--- src/rtl/object_reader_pkg.sv ---
// object_pkg: shared geometry, object word layout and FSM/FIFO types for the object reader.
package object_pkg;
    localparam int OBJ_WIDTH      = 115;
    localparam int OBJ_COUNT      = 4;
    localparam int ADDR_WIDTH     = 8;
    localparam int PORTS          = 4;
    localparam int READ_LATENCY   = 2;
    localparam int GRP_FIFO_DEPTH = 4;
    localparam int IS_STATIC_BIT  = OBJ_WIDTH - 1;
    localparam int LANE_W         = $clog2(PORTS);

    typedef struct packed {
        logic        is_static;
        logic [17:0] id_bits;
        logic [31:0] params;
        logic [15:0] pos_x;
        logic [15:0] pos_y;
        logic [15:0] vel_x;
        logic [15:0] vel_y;
    } obj_t;

    typedef enum logic [1:0] {IDLE, ISSUE, DRAIN} reader_state_t;

    typedef struct packed {
        logic [PORTS-1:0]    mask;
        logic [ADDR_WIDTH:0] base;
        obj_t [PORTS-1:0]    objs;
    } group_t;

    typedef struct packed {
        logic                valid;
        logic [PORTS-1:0]    mask;
        logic [ADDR_WIDTH:0] base;
    } inflight_t;

    function automatic logic [ADDR_WIDTH:0] clamp_count(input logic [ADDR_WIDTH:0] n);
        return n > (ADDR_WIDTH+1)'(OBJ_COUNT) ? (ADDR_WIDTH+1)'(OBJ_COUNT) : n;
    endfunction
endpackage

--- src/rtl/object_reader_if.sv ---
// object_reader_if: grouped storage read ports plus the serialized per-object stream.
interface object_reader_if;
    import object_pkg::*;
    logic                                read_valid_out;
    logic [PORTS-1:0][ADDR_WIDTH-1:0]    read_addrs_out;
    logic [PORTS-1:0][OBJ_WIDTH-1:0]     read_objects_in;
    logic                                obj_valid_out;
    logic                                obj_ready_in;
    logic [OBJ_WIDTH-1:0]                obj_out;
    logic [ADDR_WIDTH-1:0]               obj_index_out;
    logic                                obj_last_out;

    modport master (
        output read_valid_out, read_addrs_out, obj_valid_out, obj_out, obj_index_out, obj_last_out,
        input  read_objects_in, obj_ready_in
    );
    modport slave (
        input  read_valid_out, read_addrs_out, obj_valid_out, obj_out, obj_index_out, obj_last_out,
        output read_objects_in, obj_ready_in
    );
endinterface

--- src/rtl/object_reader_group_fifo.sv ---
// group_fifo: synchronous FIFO of returned read groups (lane mask, base index, PORTS objects).
module group_fifo
    import object_pkg::*;
#(
    parameter int DEPTH = GRP_FIFO_DEPTH
)(
    input  logic                   clk,
    input  logic                   rst_n,
    input  logic                   push,
    input  logic                   pop,
    input  group_t                 din,
    output group_t                 dout,
    output logic                   full,
    output logic                   empty,
    output logic [$clog2(DEPTH):0] count
);
    localparam int AW = $clog2(DEPTH);
    group_t mem [DEPTH];
    logic [AW-1:0] wr_ptr, rd_ptr;

    // pointers and occupancy; simultaneous push and pop leave the count unchanged
    always_ff @(posedge clk or negedge rst_n) begin
        if (!rst_n) begin
            wr_ptr <= '0;
            rd_ptr <= '0;
            count  <= '0;
        end else begin
            if (push) wr_ptr <= wr_ptr + 1'b1;
            if (pop) rd_ptr <= rd_ptr + 1'b1;
            count <= count + (AW+1)'(push) - (AW+1)'(pop);
        end
    end

    // storage needs no reset: the pointers define which entries are live
    always_ff @(posedge clk) begin
        if (push) mem[wr_ptr] <= din;
    end

    assign dout  = mem[rd_ptr];
    assign full  = count == (AW+1)'(DEPTH);
    assign empty = count == '0;
endmodule

--- src/rtl/object_reader.sv ---
// object_reader: sweeps objects 0..count-1 over PORTS parallel read ports and streams them one per beat.
// Build macro OBJ_READER_STATIC_SKIP_EN drops objects whose is_static bit is set.
module object_reader
    import object_pkg::*;
(
    input  logic                clk_in,
    input  logic                rst_n_in,
    input  logic                start_in,
    input  logic [ADDR_WIDTH:0] count_in,
    object_reader_if.master     bus,
    output logic                busy_out,
    output logic                done_out
);
    localparam int FIFO_CW = $clog2(GRP_FIFO_DEPTH) + 1;

    reader_state_t       state, next_state;
    logic [ADDR_WIDTH:0] count, base, obj_addr;
    logic [ADDR_WIDTH:0] lane_addr [PORTS];
    logic [PORTS-1:0]    issue_mask, done_mask, cur_mask;
    logic [LANE_W-1:0]   lane;
    inflight_t           pipe [READ_LATENCY];
    group_t              push_grp, head;
    logic [FIFO_CW-1:0]  fifo_count;
    logic                fifo_full, fifo_empty, can_issue, issue, push, pop, hs, last_lane, final_group;
    int                  inflight;

    // issue gating: never launch more groups than the FIFO can still absorb
    always_comb begin
        inflight = 0;
        for (int i = 0; i < READ_LATENCY; i++) inflight += int'(pipe[i].valid);
        can_issue = !fifo_full && (int'(fifo_count) + inflight < GRP_FIFO_DEPTH);
        issue = (state == ISSUE) && can_issue;
    end

    // state register
    always_ff @(posedge clk_in or negedge rst_n_in) begin
        if (!rst_n_in) state <= IDLE;
        else state <= next_state;
    end

    // next state: a zero-length sweep never leaves IDLE; DRAIN ends on the last beat or when nothing is left
    always_comb begin
        next_state = state;
        case (state)
            IDLE:    if (start_in) next_state = clamp_count(count_in) == '0 ? IDLE : ISSUE;
            ISSUE:   if (issue && base + (ADDR_WIDTH+1)'(PORTS) >= count) next_state = DRAIN;
            DRAIN:   if ((hs && bus.obj_last_out) || (inflight == 0 && fifo_empty)) next_state = IDLE;
            default: next_state = IDLE;
        endcase
    end

    // issue-side outputs: strobe, per-lane address, lanes past the count are masked and driven to 0
    always_comb begin
        busy_out = state != IDLE;
        bus.read_valid_out = issue;
        for (int p = 0; p < PORTS; p++) begin
            lane_addr[p] = base + (ADDR_WIDTH+1)'(p);
            issue_mask[p] = lane_addr[p] < count;
            bus.read_addrs_out[p] = (issue && issue_mask[p]) ? lane_addr[p][ADDR_WIDTH-1:0] : '0;
        end
    end

    // sweep counters, read-latency pipe, completion pulse and per-group lane progress
    always_ff @(posedge clk_in or negedge rst_n_in) begin
        if (!rst_n_in) begin
            count     <= '0;
            base      <= '0;
            done_out  <= 1'b0;
            done_mask <= '0;
            for (int i = 0; i < READ_LATENCY; i++) pipe[i] <= '0;
        end else begin
            if (state == IDLE && start_in) begin
                count <= clamp_count(count_in);
                base  <= '0;
            end else if (issue) begin
                base <= base + (ADDR_WIDTH+1)'(PORTS);
            end
            pipe[0] <= '{issue, issue_mask, base};
            for (int i = 1; i < READ_LATENCY; i++) pipe[i] <= pipe[i-1];
            done_out  <= (state != IDLE || start_in) && next_state == IDLE;
            done_mask <= pop ? '0 : hs ? done_mask | (PORTS'(1) << lane) : done_mask;
        end
    end

    // capture the returned group as its tag leaves the latency pipe
    always_comb begin
        push          = pipe[READ_LATENCY-1].valid;
        push_grp.base = pipe[READ_LATENCY-1].base;
        push_grp.objs = bus.read_objects_in;
        push_grp.mask = pipe[READ_LATENCY-1].mask;
`ifdef OBJ_READER_STATIC_SKIP_EN
        for (int p = 0; p < PORTS; p++) if (bus.read_objects_in[p][IS_STATIC_BIT]) push_grp.mask[p] = 1'b0;
`endif
    end

    group_fifo #(.DEPTH(GRP_FIFO_DEPTH)) u_fifo (
        .clk   (clk_in),
        .rst_n (rst_n_in),
        .push  (push),
        .pop   (pop),
        .din   (push_grp),
        .dout  (head),
        .full  (fifo_full),
        .empty (fifo_empty),
        .count (fifo_count)
    );

    // serializer: present the lowest pending lane of the head group; fully-masked groups are dropped
    always_comb begin
        cur_mask = fifo_empty ? '0 : head.mask & ~done_mask;
        lane = '0;
        for (int p = PORTS - 1; p >= 0; p--) if (cur_mask[p]) lane = LANE_W'(p);
        last_lane = (cur_mask & (cur_mask - PORTS'(1))) == '0;
        final_group = head.base + (ADDR_WIDTH+1)'(PORTS) >= count;
        obj_addr = head.base + (ADDR_WIDTH+1)'(lane);
        bus.obj_valid_out = |cur_mask;
        bus.obj_out = bus.obj_valid_out ? head.objs[lane] : '0;
        bus.obj_index_out = bus.obj_valid_out ? obj_addr[ADDR_WIDTH-1:0] : '0;
        bus.obj_last_out = bus.obj_valid_out && last_lane && final_group;
        hs = bus.obj_valid_out && bus.obj_ready_in;
        pop = !fifo_empty && (cur_mask == '0 || (hs && last_lane));
    end
endmodule

--- src/flat_wrapper.sv ---
// flat-port wrapper written by rule: the top's interface ports become plain ports
module object_reader_flat import object_pkg::*;
  (clk_in, rst_n_in, start_in, count_in, busy_out, done_out, bus_read_valid_out, bus_read_addrs_out, bus_obj_valid_out, bus_obj_out, bus_obj_index_out, bus_obj_last_out, bus_read_objects_in, bus_obj_ready_in);
  object_reader_if bus_i ();
  input  logic clk_in;
  input  logic rst_n_in;
  input  logic start_in;
  input  logic [ADDR_WIDTH:0] count_in;
  output logic busy_out;
  output logic done_out;
  output wire logic [$bits(bus_i.read_valid_out)-1:0] bus_read_valid_out;
  output wire logic [$bits(bus_i.read_addrs_out)-1:0] bus_read_addrs_out;
  output wire logic [$bits(bus_i.obj_valid_out)-1:0] bus_obj_valid_out;
  output wire logic [$bits(bus_i.obj_out)-1:0] bus_obj_out;
  output wire logic [$bits(bus_i.obj_index_out)-1:0] bus_obj_index_out;
  output wire logic [$bits(bus_i.obj_last_out)-1:0] bus_obj_last_out;
  input wire logic [$bits(bus_i.read_objects_in)-1:0] bus_read_objects_in;
  input wire logic [$bits(bus_i.obj_ready_in)-1:0] bus_obj_ready_in;
  assign bus_read_valid_out = bus_i.read_valid_out;
  assign bus_read_addrs_out = bus_i.read_addrs_out;
  assign bus_obj_valid_out = bus_i.obj_valid_out;
  assign bus_obj_out = bus_i.obj_out;
  assign bus_obj_index_out = bus_i.obj_index_out;
  assign bus_obj_last_out = bus_i.obj_last_out;
  assign bus_i.read_objects_in = bus_read_objects_in;
  assign bus_i.obj_ready_in = bus_obj_ready_in;
  object_reader u_core (.clk_in(clk_in), .rst_n_in(rst_n_in), .start_in(start_in), .count_in(count_in), .bus(bus_i), .busy_out(busy_out), .done_out(done_out));
endmodule
--- config.mk ---
export PLATFORM = sky130hd
export DESIGN_NAME = object_reader_flat
export DESIGN_NICKNAME = d
export VERILOG_FILES = /design/src/rtl/object_reader_pkg.sv /design/src/rtl/object_reader_if.sv /design/src/rtl/object_reader_group_fifo.sv /design/src/rtl/object_reader.sv /design/src/flat_wrapper.sv
export SDC_FILE = /design/constraint.sdc
export NUM_CORES = 2
export LEC_CHECK = 0
export ABC_AREA = 1
export CAP_MARGIN = 10
export CORE_MARGIN = 1
export CORE_UTILIZATION = 33
export CTS_CLUSTER_SIZE = 10
export DETAILED_ROUTE_END_ITERATION = 8
export GPL_TIMING_DRIVEN = 0
export SETUP_SLACK_MARGIN = 0.2
export SYNTH_ARGS = -nofsm -noshare
export SYNTH_HDL_FRONTEND = slang
export SYNTH_SLANG_ARGS = --single-unit
--- constraint.sdc ---
create_clock -name clk_in -period 14.1 [get_ports clk_in]
set_input_delay 1.41 -clock clk_in [delete_from_list [all_inputs] [get_ports clk_in]]
set_output_delay 1.41 -clock clk_in [all_outputs]
set_load 0.02 [all_outputs]
# --- Word-level counts from Yosys, hierarchy flattened ---
# Memory sizes are Yosys's and may differ from the RTL's.
# Index checks and enable logic that the tools add are counted.
totals:
  latchBits: 0
  n_memories: 1
  romBits: 0
  ramBits: 1892
  out_inout_bits: 160
  elab_cells: 102
  regBits: 60
memory_table:
  columns: ["name", "depth", "word_bits", "read_ports", "rd_clocked_by_memory_dff", "write_ports", "line", "rtl"]
  rows:
  - ["u_core.u_fifo.mem", 4, 473, 1, 0, 1, "object_reader_group_fifo.sv:18", "group_t mem [DEPTH];"]
classes:
  order_cmp: 9
  n_addsub: 13
  div_mod_pow: 0
  shifts: 1
  reduce_logical: 32
  n_mul: 0
  mux: 25
  eq_ne: 3
  n_bitwise: 4
op_table:
  columns: ["op", "count"]
  rows:
  - ["binary-select mux 115 bit (select 2 bit)", 1]
  - ["2-to-1 mux 115 bit", 2]
  - ["2-to-1 mux 8 bit", 5]
  - ["< comparator 9 bit", 4]
  - ["adder 4 x 32 -> 32 bit", 1]
  - ["logical NOT 32 bit", 1]
  - ["< comparator 32 x 4 -> 1 bit, second input constant", 1]
  - ["2-to-1 mux 9 bit", 3]
  - ["adder 9 x 2 -> 9 bit, second input constant", 2]
  - ["adder 9 x 3 -> 9 bit, second input constant", 2]
  - [">= comparator 9 bit", 2]
  - ["logical AND 1 bit", 16]
  - ["2-to-1 mux 2 bit", 7]
  - ["2-to-1 mux 4 bit", 3]
  - ["adder 9 x 1 -> 9 bit, second input constant", 1]
  - ["greater-than comparator 9 x 3 -> 1 bit, second input constant", 1]
  - ["logical NOT 9 bit", 1]
  - ["adder 8 x 2 -> 8 bit", 1]
  - ["AND 4 bit", 2]
  - ["logical NOT 4 bit", 2]
  - ["case mux 2 bit (3 select lines)", 1]
  - ["nonzero test 2 bit", 3]
  - ["adder 2 x 1 -> 2 bit, second input constant", 2]
  - ["logical NOT 2 bit", 2]
  - ["other kinds (16)", 21]

# --- Longest topological paths before layout ---
logic_depth:
  word_depth: 14
  ltp_mapped: 23
  depth_no_buf: 21

# --- Cells and area by module ---
# Synthesis repeated with hierarchy kept, for this count alone.
unflattened:
  cells_unflattened: 8744
  hier_area_um2: 86529.2
modules_own_cells:
  columns: ["module", "cells_per_inst", "area_each_um2", "instances"]
  rows:
  - ["group_fifo", 7457, 79576.3, 1]
  - ["object_reader", 1287, 6952.9, 1]

# --- Least setup slack after synthesis ---
# Ideal clock, no wire load.
synth_timing:
  path_kind: "reg2reg"
  startpoint: "reg u_core.u_fifo.wr_ptr[0]"
  endpoint: "mem u_core.u_fifo.mem[2][0] (netlist name), enable pin"
  arrival_ps: 9774
  setup_time_ps: 820
  required_time_ps: 13280
  setup_slack_ps: 3506
  period_less_slack_ps: 10594
  path_stages_with_launch: 5
  path_cell_list: "dfrtp_1 inv_1 ha_1 nand2_1 inv_1"
synth_lines:
  columns: ["item", "line", "rtl"]
  rows:
  - ["start, declared", "object_reader_group_fifo.sv:19", "logic [AW-1:0] wr_ptr, rd_ptr;"]
  - ["start signal, assigned", "object_reader_group_fifo.sv:28", "if (push) wr_ptr <= wr_ptr + 1'b1;"]
  - ["end, declared", "object_reader_group_fifo.sv:18", null]
# No word-level cell before the write port.

# --- Worst setup path after layout ---
layout_timing:
  startpoint: "reg u_core.u_fifo.rd_ptr[1]"
  endpoint: "out bus_obj_last_out"
layout_via:
  elab_chain_len: 8
layout_rtl:
  columns: ["item", "line", "rtl"]
  rows:
  - ["start, declared", "object_reader_group_fifo.sv:19", null]
  - ["start signal, assigned", "object_reader_group_fifo.sv:29", "if (pop) rd_ptr <= rd_ptr + 1'b1;"]
  - ["memory read (4 x 473 bit) *", null, null]
  - ["branches (longest 6 deep; another with adder 9 x 3 -> 9 bit)", null, null]
  - ["logical AND 1 bit *", "object_reader.sv:119", "bus.obj_last_out = bus.obj_valid_out && last_lane && final_group;"]
  - ["end, declared", "flat_wrapper.sv:16", "output wire logic [$bits(bus_i.obj_last_out)-1:0] bus_obj_last_out;"]
# Mark *: on every way between the ends.

==> metrics.txt <==
# TYPE chip_impl_metric gauge
chip_impl_info{name="result_of_the_run",value="finished clean"} 1
chip_impl_metric{name="design.portCount",unit=""} 633
chip_impl_metric{name="drive_above_1_share",unit="%"} 5.79
chip_impl_info{name="grt_setup_unrepaired",value="false"} 1
chip_impl_metric{name="hold_buffers",unit=""} 0
chip_impl_metric{name="critical_path_peak_fanout",unit=""} 12
chip_impl_metric{name="cp_data_required_time",unit="ps"} 12690
chip_impl_metric{name="placement.io_buffers",unit=""} 628
chip_impl_metric{name="wirelength",unit="mm"} 274
chip_impl_metric{name="total_switching_power",unit="mW"} 11.4
chip_impl_metric{name="final_net_count",unit=""} 7642
chip_impl_metric{name="die-area",unit="µm²"} 238000
chip_impl_metric{name="power_share_of_the_clock_group",unit="%"} 20.2
chip_impl_metric{name="number_of_synthesized_flops_with_an_enable_pin",unit=""} 1884
chip_impl_metric{name="grt_use_met2",unit="%"} 34.3
chip_impl_metric{name="via_per_inst",unit=""} 5.30
chip_impl_metric{name="cp_slowest_stage_delay",unit="ps"} 740
chip_impl_metric{name="post_drt_wl_per_cell",unit="µm"} 26.4
chip_impl_metric{name="grt_start_max_net_pins",unit=""} 102
chip_impl_metric{name="comb_power_share",unit="%"} 50.2
chip_impl_metric{name="detailroute.via_count",unit=""} 55100
chip_impl_metric{name="ys_warn_count",unit=""} 0
chip_impl_metric{name="clock_pin_slew_reported_for_the_worst_setup_and_hold_paths_after_clock_tree_synthesis",unit="ps"} 60
chip_impl_metric{name="post-route-cell-area",unit="µm²"} 95200
chip_impl_metric{name="place.detailed.hpwl",unit="mm"} 182
chip_impl_metric{name="setup_tns",unit="ps"} 0
chip_impl_metric{name="switching_share",unit="%"} 45.1
chip_impl_info{name="worst_hold_path_type",value="reg -> reg"} 1
chip_impl_metric{name="die_h",unit="µm"} 488
chip_impl_info{name="hold_start",value="u_core.pipe[19]$_DFF_PN0_"} 1
chip_impl_metric{name="gp_routability_congestion",unit=""} 0.825
chip_impl_metric{name="post-route-worst-setup-slack",unit="ps"} 6630
chip_impl_metric{name="max_clock_freq",unit="GHz"} 0.134
chip_impl_info{name="min_delay_worst_endpoint",value="u_core.pipe[5]$_DFF_PN0_"} 1
chip_impl_metric{name="post_synth.cell_area_avg",unit="µm²"} 12.5
chip_impl_metric{name="dpl_cell_area",unit="µm²"} 88900
chip_impl_info{name="timing.critical_path.slowest_stage_cell",value="sky130_fd_sc_hd__buf_2"} 1
chip_impl_metric{name="fin_crit_sh",unit="%"} 53.0
chip_impl_info{name="type_of_the_worst_setup_path",value="reg -> out"} 1
chip_impl_metric{name="p_leak",unit="nW"} 33.4
chip_impl_info{name="layout.cells.most_common_list",value="sky130_fd_sc_hd__edfxtp_1, sky130_fd_sc_hd__nand2_1, sky130_fd_sc_hd__nand3_1"} 1
chip_impl_metric{name="place.detailed.instances",unit=""} 10000
chip_impl_metric{name="clockBufferDepth",unit=""} 3
chip_impl_metric{name="area_growth_syn_to_layout",unit="%"} 22.3
chip_impl_metric{name="fin_hold_ws",unit="ps"} 345
chip_impl_metric{name="clock_insertion_delay_worst_skew",unit="ps"} 900
chip_impl_metric{name="global_route_wire_length_before_repair",unit="mm"} 381
chip_impl_metric{name="first_pass_iters",unit=""} 8
chip_impl_metric{name="first_global_vias",unit=""} 52800
chip_impl_metric{name="asyncSetResetFlopFracSynth",unit="%"} 2.79
chip_impl_metric{name="slew-limit-headroom",unit="%"} 14.7
chip_impl_info{name="critical_path.startpoint_type",value="flip-flop"} 1
chip_impl_metric{name="met3_track_demand_over_resource_in_global_routing",unit="%"} 5.62
chip_impl_metric{name="fp-row-count",unit=""} 177
chip_impl_metric{name="post-route-min-period",unit="ps"} 7470
chip_impl_metric{name="cts_htree_levels",unit=""} 4
chip_impl_metric{name="detailedRoute.firstIterationViolations",unit=""} 6547
chip_impl_info{name="grt.busiest_layer",value="met2"} 1
chip_impl_metric{name="r2r_cells",unit=""} 19
chip_impl_metric{name="max-vdd-ir-drop",unit="V"} 0.000304
chip_impl_metric{name="synthCells",unit=""} 6239
chip_impl_metric{name="arrival",unit="ps"} 6060
chip_impl_metric{name="total_standard_cell_area_after_synthesis",unit="µm²"} 77800
chip_impl_info{name="worstReg2RegStart",value="u_core.u_fifo.rd_ptr[1]$_DFFE_PN0P_"} 1
chip_impl_metric{name="seqPwrFrac",unit="%"} 29.6
chip_impl_metric{name="final_antenna_net_count",unit=""} 0
chip_impl_info{name="critPathMostFrequentCell",value="sky130_fd_sc_hd__nor2_1"} 1
chip_impl_metric{name="worst_clock_skew",unit="ps"} 59.2
chip_impl_info{name="synth-main-ff-cell",value="sky130_fd_sc_hd__edfxtp_1"} 1
chip_impl_metric{name="synth.yosys.seq_area_share",unit="%"} 74.5
chip_impl_metric{name="die_wd",unit="µm"} 488
chip_impl_metric{name="worst_hold_path.num_cells",unit=""} 0
chip_impl_metric{name="ys_ff_latch",unit=""} 1938
chip_impl_metric{name="drt_drc_violations_left",unit=""} 0
chip_impl_info{name="reg2reg_to",value="u_core.done_out$_DFF_PN0_"} 1
chip_impl_metric{name="cts_setup_buffers",unit=""} 0
chip_impl_info{name="path_cells",value="inv_2, buf_2, buf_2, buf_2, a21oi_1, a32oi_1, nand2_1, xnor2_1, ha_1, nand2_1, nor2_1, nand4_1, nor2_1, nor2_1, nor2_1, clkdlybuf4s50_1"} 1
chip_impl_metric{name="power.total",unit="mW"} 25.2
chip_impl_metric{name="initial_utilization",unit="%"} 33.3
chip_impl_metric{name="layoutNonFillerInstCount",unit=""} 10400
chip_impl_metric{name="synth_cell_types",unit=""} 38
chip_impl_metric{name="worst-r2r-setup-slack",unit="ps"} 9480
chip_impl_metric{name="numClockSinks",unit=""} 1938
chip_impl_metric{name="hold_viol",unit=""} 0
chip_impl_info{name="category_of_the_worst_setup_path_capture_point",value="primary output"} 1
chip_impl_metric{name="use_met1",unit="%"} 29.7
chip_impl_metric{name="post_cts_resize_count",unit=""} 0
chip_impl_metric{name="grt_util_all_layers",unit="%"} 22.4
chip_impl_metric{name="postLayoutCoreUtil",unit="%"} 40.8
chip_impl_info{name="cts_tree",value="yes"} 1
chip_impl_metric{name="cell_internal_pwr",unit="mW"} 13.9
chip_impl_metric{name="worst_pin_slew",unit="ps"} 1280
chip_impl_metric{name="maxSlewViolCount",unit=""} 0
chip_impl_metric{name="coreArea",unit="µm²"} 233000
chip_impl_metric{name="grt_antenna_before_repair",unit=""} 115
chip_impl_metric{name="setup_viol_count_final",unit=""} 0
chip_impl_metric{name="powerDensity",unit="nW/µm²"} 265
chip_impl_metric{name="timing.max_cap.violations",unit=""} 0
chip_impl_info{name="final_common_cell",value="sky130_fd_sc_hd__edfxtp_1"} 1
chip_impl_metric{name="preCtsSetupSlack",unit="ps"} 7480
chip_impl_metric{name="cts-buffers-inserted",unit=""} 219
chip_impl_info{name="clockRootBuffer",value="sky130_fd_sc_hd__clkbuf_16"} 1
chip_impl_metric{name="remaining_overflow_grt",unit=""} 0
routing by layer:
layer	up-vias	part of all wire (%)
met3	527	10
met2	2899	46
li1	24300	-
met1	27300	40
met5	-	0.21
met4	92	3.9
cells in the mapped netlist, types with 2 or more instances:
master	number	area share, %
sky130_fd_sc_hd__edfxtp_1	1884	73
sky130_fd_sc_hd__nand2_1	1602	7.7
sky130_fd_sc_hd__nand3_1	720	4.6
sky130_fd_sc_hd__a21oi_1	486	3.1
sky130_fd_sc_hd__clkbuf_1	274	1.3
sky130_fd_sc_hd__a22oi_1	230	2.2
sky130_fd_sc_hd__inv_1	188	0.91
sky130_fd_sc_hd__nor2_1	183	0.88
sky130_fd_sc_hd__nor3_1	120	0.77
sky130_fd_sc_hd__nand4_1	118	0.95
sky130_fd_sc_hd__o21ai_0	116	0.75
sky130_fd_sc_hd__buf_2	87	0.56
sky130_fd_sc_hd__dfrtp_1	54	1.7
sky130_fd_sc_hd__buf_1	52	0.25
sky130_fd_sc_hd__ha_1	43	0.69
sky130_fd_sc_hd__o21ai_1	14	0.090
sky130_fd_sc_hd__buf_4	11	0.11
sky130_fd_sc_hd__xor2_1	10	0.11
sky130_fd_sc_hd__inv_2	8	0.039
sky130_fd_sc_hd__o22ai_1	6	0.048
sky130_fd_sc_hd__a31oi_1	3	0.024
sky130_fd_sc_hd__nand2_2	3	0.024
sky130_fd_sc_hd__nand3_2	3	0.039
sky130_fd_sc_hd__o21bai_1	3	0.029
sky130_fd_sc_hd__xnor2_1	3	0.034
sky130_fd_sc_hd__a32oi_1	2	0.023
sky130_fd_sc_hd__buf_6	2	0.029
sky130_fd_sc_hd__nand2_4	2	0.029
sky130_fd_sc_hd__nor2_2	2	0.016
sky130_fd_sc_hd__nor2_4	2	0.029
kinds of logic after synthesis:
logic type                 after synthesis  synth area share [%]
and+or+nand+nor                       2757                  15.1
DFF                                   1938                  74.5
AOI/OAI and AO/OA                      864                  6.35
buffers and inverters                  622                  3.21
adders and majority gates               44                 0.717
xor gates and xnor gates                13                 0.146
other                                    1               0.00482
worst max-delay path by stage:
| stage | start | end | cells after the start |
|---|---|---|---|
| after floorplan | u_core.u_fifo.wr_ptr[0]$_DFFE_PN0P_ | u_core.u_fifo.mem[2][0]$_DFFE_PP_ | 4 |
| after global placement | u_core.push$_DFF_PN0_ | u_core.u_fifo.mem[3][411]$_DFFE_PP_ | 3 |
| after detailed placement | u_core.u_fifo.rd_ptr[1]$_DFFE_PN0P_ | bus_obj_last_out | 16 |
| after CTS | u_core.u_fifo.rd_ptr[1]$_DFFE_PN0P_ | bus_obj_last_out | 16 |
| after global routing | u_core.u_fifo.rd_ptr[1]$_DFFE_PN0P_ | bus_obj_last_out | 16 |
| final | u_core.u_fifo.rd_ptr[1]$_DFFE_PN0P_ | bus_obj_last_out | 16 |
state kept, by name, summed over array words and instances, names as in the netlist:
register / cells
u_core.u_fifo.mem: 1884
u_core.pipe: 23
u_core.count: 9
u_core.base: 7
u_core.done_mask: 4
u_core.u_fifo.count: 3
u_core.state: 2
u_core.u_fifo.rd_ptr: 2
u_core.u_fifo.wr_ptr: 2
u_core.done_out: 1
u_core.push: 1
critical path, delay by kind of cell, from the launching register on:
family                     cells  cell delay (ps)
AOI/OAI and AO/OA              2              590
buffers and inverters          5             2500
and+or+nand+nor                7             1070
xor gates and xnor gates       1              170
DFF                            1              470
adders and majority gates      1              310
power groups by stage:
stage / sequential (mW) / clock [mW] / combinational, mW
after detailed placement: 7.58 / 0 / 12.6
after floorplan: 7.93 / 0 / 6.41
after CTS: 7.46 / 5.18 / 12.6
after global routing: 7.53 / 5.37 / 13.5
after global placement: 8.36 / 0 / 12.4
final: 7.47 / 5.10 / 12.7
layout make-up:
type / count / area (µm²)
Sequential cell: 1938 / 57900
Clock inverter: 30 / 399
Tap cell: 3132 / 3920
Buffer: 426 / 1780
Clock buffer: 263 / 5730
Inverter: 196 / 766
Antenna cell: 54 / 135
Multi-Input combinational cell: 3683 / 17400
Fill cell: 21800 / 138000
Timing Repair Buffer: 661 / 7120
(Power assumes the default switching activity.)
